--- config.mk ---
export PLATFORM = sky130hd
export DESIGN_NAME = reg_file_sb
export DESIGN_NICKNAME = d
export VERILOG_FILES = /design/src/rtl/rv_pkg.sv /design/src/rtl/reg_scoreboard.sv /design/src/rtl/reg_file_sb.sv
export SDC_FILE = /design/constraint.sdc
export NUM_CORES = 2
export LEC_CHECK = 0
export ABC_CLOCK_PERIOD_IN_PS = 82800
export BUFFER_PORTS_ARGS = -buffer_cell sky130_fd_sc_hd__buf_2
export CORE_ASPECT_RATIO = 1.1
export CORE_MARGIN = 10
export CORE_UTILIZATION = 45
export DETAILED_ROUTE_END_ITERATION = 10
export SYNTH_ARGS = -nofsm -noshare
export SYNTH_HDL_FRONTEND = slang
export SYNTH_SLANG_ARGS = --single-unit
--- constraint.sdc ---
create_clock -name clk -period 82.8 [get_ports clk]
set_input_delay 8.28 -clock clk [delete_from_list [all_inputs] [get_ports clk]]
set_output_delay 8.28 -clock clk [all_outputs]
set_load 0.005 [all_outputs]
--- src/rtl/rv_pkg.sv ---
// Shared register-file types and sizes.
// Used by the decode and writeback side of the pipelined core.
package rv_pkg;

  localparam int XLEN       = 32;
  localparam int REG_COUNT  = 32;
  localparam int REG_ADDR_W = $clog2(REG_COUNT);

  typedef logic [REG_ADDR_W-1:0] reg_addr_t;
  typedef logic [XLEN-1:0]       xlen_t;

  localparam reg_addr_t REG_ZERO = '0;

endpackage

--- src/rtl/reg_scoreboard.sv ---
// Per-register busy scoreboard.
// Reserves destinations at issue, releases them at writeback.
module reg_scoreboard
  import rv_pkg::*;
#(
  parameter int DEPTH = REG_COUNT,
  parameter int AW    = $clog2(DEPTH)
) (
  input  logic          clk,
  input  logic          rst,
  input  logic          flush,
  input  logic          issue_valid,
  input  logic [AW-1:0] issue_rd,
  output logic          issue_ready,
  input  logic          rel_en,
  input  logic [AW-1:0] rel_addr,
  output logic [DEPTH-1:0] busy,
  output logic [AW:0]   busy_count
);

  logic [DEPTH-1:0] busy_n;
  logic [AW:0]      count_n;
  logic             set;
  logic             inc;
  logic             dec;

  // A busy destination may be re-reserved only when it is released now.
  assign issue_ready = !flush &&
    (issue_rd == '0 || !busy[issue_rd] ||
     (rel_en && rel_addr == issue_rd));

  assign set = issue_valid && issue_ready && issue_rd != '0;
  assign inc = set && !busy[issue_rd];
  assign dec = rel_en && busy[rel_addr] &&
    !(set && issue_rd == rel_addr);

  // Next busy vector and count: release, then set, flush overrides all.
  always_comb begin
    busy_n  = busy;
    count_n = busy_count + (AW+1)'(inc) - (AW+1)'(dec);
    if (rel_en)
      busy_n[rel_addr] = 1'b0;
    if (set)
      busy_n[issue_rd] = 1'b1;
    if (flush) begin
      busy_n  = '0;
      count_n = '0;
    end
  end

  // Busy state register.
  always_ff @(posedge clk or posedge rst) begin
    if (rst) begin
      busy       <= '0;
      busy_count <= '0;
    end else begin
      busy       <= busy_n;
      busy_count <= count_n;
    end
  end

endmodule

--- src/rtl/reg_file_sb.sv ---
// Multi-port register file with writeback bypass.
// Busy scoreboard for RAW stalls and destination reservation.
module reg_file_sb
  import rv_pkg::*;
#(
  parameter int XLEN_P   = XLEN,
  parameter int DEPTH    = REG_COUNT,
  parameter int NUM_READ = 2,
  parameter int BYPASS   = 1,
  parameter int AW       = $clog2(DEPTH)
) (
  input  logic                     clk,
  input  logic                     rst,
  input  logic [NUM_READ*AW-1:0]   rs_addr,
  output logic [NUM_READ*XLEN_P-1:0] rs_data,
  output logic [NUM_READ-1:0]      rs_busy,
  input  logic [AW-1:0]            rd_addr,
  input  logic [XLEN_P-1:0]        rd_data,
  input  logic                     reg_write_enable,
  input  logic                     issue_valid,
  input  logic [AW-1:0]            issue_rd,
  output logic                     issue_ready,
  input  logic                     flush,
  output logic [AW:0]              busy_count,
  input  logic [AW-1:0]            dbg_addr,
  output logic [XLEN_P-1:0]        dbg_data
);

  logic [XLEN_P-1:0] regs [DEPTH];
  logic [DEPTH-1:0]  busy;

  reg_scoreboard #(
    .DEPTH (DEPTH),
    .AW    (AW)
  ) u_sb (
    .clk         (clk),
    .rst         (rst),
    .flush       (flush),
    .issue_valid (issue_valid),
    .issue_rd    (issue_rd),
    .issue_ready (issue_ready),
    .rel_en      (reg_write_enable),
    .rel_addr    (rd_addr),
    .busy        (busy),
    .busy_count  (busy_count)
  );

  // Register array; register 0 is never written and stays zero.
  always_ff @(posedge clk or posedge rst) begin
    if (rst) begin
      for (int i = 0; i < DEPTH; i++)
        regs[i] <= '0;
    end else if (reg_write_enable && rd_addr != '0) begin
      regs[rd_addr] <= rd_data;
    end
  end

  for (genvar i = 0; i < NUM_READ; i++) begin : g_rd
    logic [AW-1:0] a;
    logic          hit;

    assign a   = rs_addr[i*AW +: AW];
    assign hit = (BYPASS != 0) && reg_write_enable &&
                 rd_addr == a && a != '0;

    assign rs_data[i*XLEN_P +: XLEN_P] =
      (a == '0) ? '0 : (hit ? rd_data : regs[a]);
    assign rs_busy[i] = busy[a] && !hit;
  end

  assign dbg_data = regs[dbg_addr];

endmodule

==> impl_metrics.json <==
{
  "wl_per_cell_um": 36.20,
  "cp.arrival_ns": 12.62,
  "grt_overflow_total": 0,
  "status": "completed",
  "synth-simple-area-share_pct": 4.446,
  "cts_buffers": 116,
  "cts_resized": 0,
  "synth_async_sr_flop_share_pct": 100.0,
  "p_leak_nw": 29.90,
  "p_per_area_mw_per_mm2": 23.20,
  "dieHeight_um": 421.0,
  "cts_tree": "done",
  "reg2reg_slack_ns": 79.54,
  "final-hold-violation-count": 0,
  "rows": 147,
  "finalWorstSetupSlack_ns": 61.90,
  "final_nets": 4537,
  "dpl.hpwl_um": 124500,
  "place_worst_setup_slack_ns": 62.06,
  "holdBufCountCts": 0,
  "fmax_mhz": 47.85,
  "synth_area_leader_cell": "dfrtp_1",
  "yosysMostFrequentCell": "mux2_2",
  "cp_max_fo": 60,
  "initialDrtViolationCount": 5666,
  "synth_seq_cells": 1062,
  "cp.required_ns": 74.52,
  "synthFlopType": "dfrtp_1",
  "synth_nets": 4718,
  "die_x_um": 384.6,
  "met2_usage_pct": 44.29,
  "drc": 0,
  "vias": 46000,
  "grt_max_degree": 164,
  "routed_wl_um": 235600,
  "layout-drive-gt1-share_pct": 52.31,
  "end_kind": "output port",
  "antenna_found_initial": 14,
  "slew_headroom_pct": 15.97,
  "synth_common_cells": "1139 x mux2_2, 1062 x dfrtp_1, 732 x mux4_2, 275 x clkbuf_1, 233 x nor3_1",
  "top_usage_layer": "met2",
  "clkSinkCount": 1062,
  "root_buffer": "clkbuf_16",
  "finalCriticalPeriod_ns": 20.90,
  "grt_util_met3_pct": 6.000,
  "cts_max_level": 3,
  "synth.distinct_cells": 57,
  "core_sq_mm": 0.1457,
  "cap_violations": 0,
  "setup_viol": 0,
  "gp_congestion": 0.8028,
  "grt_pass1_wl_um": 340100,
  "synth_adder_area_share_pct": 0.1445,
  "grt_usage_pct": 28.61,
  "synth_edf_count": 0,
  "skew_ns": 0.01690,
  "synth.area.mux_share_pct": 46.99,
  "vias_per_cell": 7.068,
  "finalCritPeriodShare_pct": 25.24,
  "rsz0062_at_grt": "false",
  "die_area_sq_mm": 0.1619,
  "grt_use_met1_pct": 38.93,
  "syn-instance-count": 4649,
  "ir_drop_v": 0.00001737,
  "timing.setup.tns_ns": 0,
  "antenna_left": 0,
  "synth_area_sq_mm": 0.06579,
  "initial_core_util_pct": 45.16,
  "synth_top_area_share_pct": 40.39,
  "synth_xor_area_share_pct": 0.2529,
  "avgSynthCellArea_sq_um": 14.15,
  "path_class": "in -> out",
  "synth.area.top_cells": "dfrtp_1 40%, mux4_2 25%, mux2_2 19%",
  "drv_slew": 0,
  "path_clk_slew_ns": 0.06,
  "area_growth_pct": 9.149,
  "synth_compound_area_share_pct": 3.876,
  "yosys_warnings": 0,
  "hp-class": "reg -> reg",
  "drt_pass1_iterations": 8,
  "cts_setup_buffers": 0,
  "ys_seq_area_share_pct": 40.39,
  "io_buffers": 166,
  "grt_pass1_vias": 46370,
  "crit_path_start_kind": "input port",
  "cts_buffer_depth": 3,
  "clock_latency_ns": 0.75,
  "synth_top_family_by_area": "multiplexers",
  "worstMarginPinSlew_ns": 1.251,
  "boundaryPins": 167
}
final cells by class:
class                           instances  area [sq um]
Clock buffer                          154          3322
Antenna cell                            3         7.507
Inverter                               16         67.56
Timing Repair Buffer                  258          1658
Fill cell                           12490         73860
Multi-Input combinational cell       3014         36980
Sequential cell                      1062         26580
Clock inverter                         65         777.0
Tap cell                             1937          2424
logic make-up (layout without fill, tap and decap cells):
group           Yosys count  after routing
xor+xnor                 19             19
simple gates            603            603
compound gates          354            354
flops                  1062           1062
fa+ha+maj                 7              7
mux                    2031           2031
buf+inv                 573            493
other cells               0              3
cell usage in the layout (no fill, tap or decap), drive strengths merged, types with 9 or more instances in the layout:
cell / n
a32oi: 15
nor3: 234
clkinvlp: 14
o21ai: 33
buf: 258
nand3b: 10
a221o: 63
bufinv: 14
o22ai: 162
nor3b: 23
mux4: 732
dfrtp: 1062
mux2i: 160
inv: 16
o221ai: 26
mux2: 1139
nand2: 24
a31oi: 24
nor4: 34
clkinv: 37
xnor2: 13
nor2: 232
clkbuf: 154
nand2b: 9
through the flow:
step	std cells	power (mW)	area (sq um)	utilization [%]	hold slack (ns)
after CTS	6506	1.667	71800	49.29	0.4241
after floorplan	4649	0.9953	65790	-	0.4655
final	6509	1.666	71810	49.30	0.4210
after global placement	6287	1.095	67700	46.48	0.4022
after detailed placement	6287	1.107	67700	46.48	0.4096
after global routing	6506	1.729	71800	49.29	0.4329
power by group:
group	internal, mW	total, mW	switching, mW
Clock	0.326	0.563	0.237
Sequential	0.615	0.707	0.0916
Combinational	0.237	0.397	0.159
worst max-delay path: stages:
cell	delay, ns
buf_8	0.44
buf_4	0.87
buf_4	0.86
mux4_2	0.36
o22ai_1	0.08
nor3_1	0.28
nor3_1	0.10
nor3_1	0.87
buf_2	0.26
per-layer routing:
metal  vias up  wire length, um  part of all wire [%]
li1      18050                -                     -
met1     24890            93540                    40
met2      2497           108700                    46
met3       559            22160                   9.4
met4        10            11100                   4.7
met5         -               64                 0.027
worst paths after layout:
check	start	end	cells after the start
setup / recovery	rs_addr[6]	rs_data[50]	9
hold / removal	regs[1012]$_DFFE_PP0P_	regs[1012]$_DFFE_PP0P_	0
setup reg to reg	u_sb.busy[27]$_DFF_PP0_	u_sb.busy_count[5]$_DFF_PP0_	13
hold reg to reg	regs[1012]$_DFFE_PP0P_	regs[1012]$_DFFE_PP0P_	0
max in group asynchronous	rst	regs[439]$_DFFE_PP0P_	6
min in group asynchronous	rst	regs[446]$_DFFE_PP0P_	2
flip-flops by register name (all words and copies together) (netlist names):
register         flops
regs              1024
u_sb.busy           32
u_sb.busy_count      6
No activity file was read; power rests on OpenSTA's default activity.
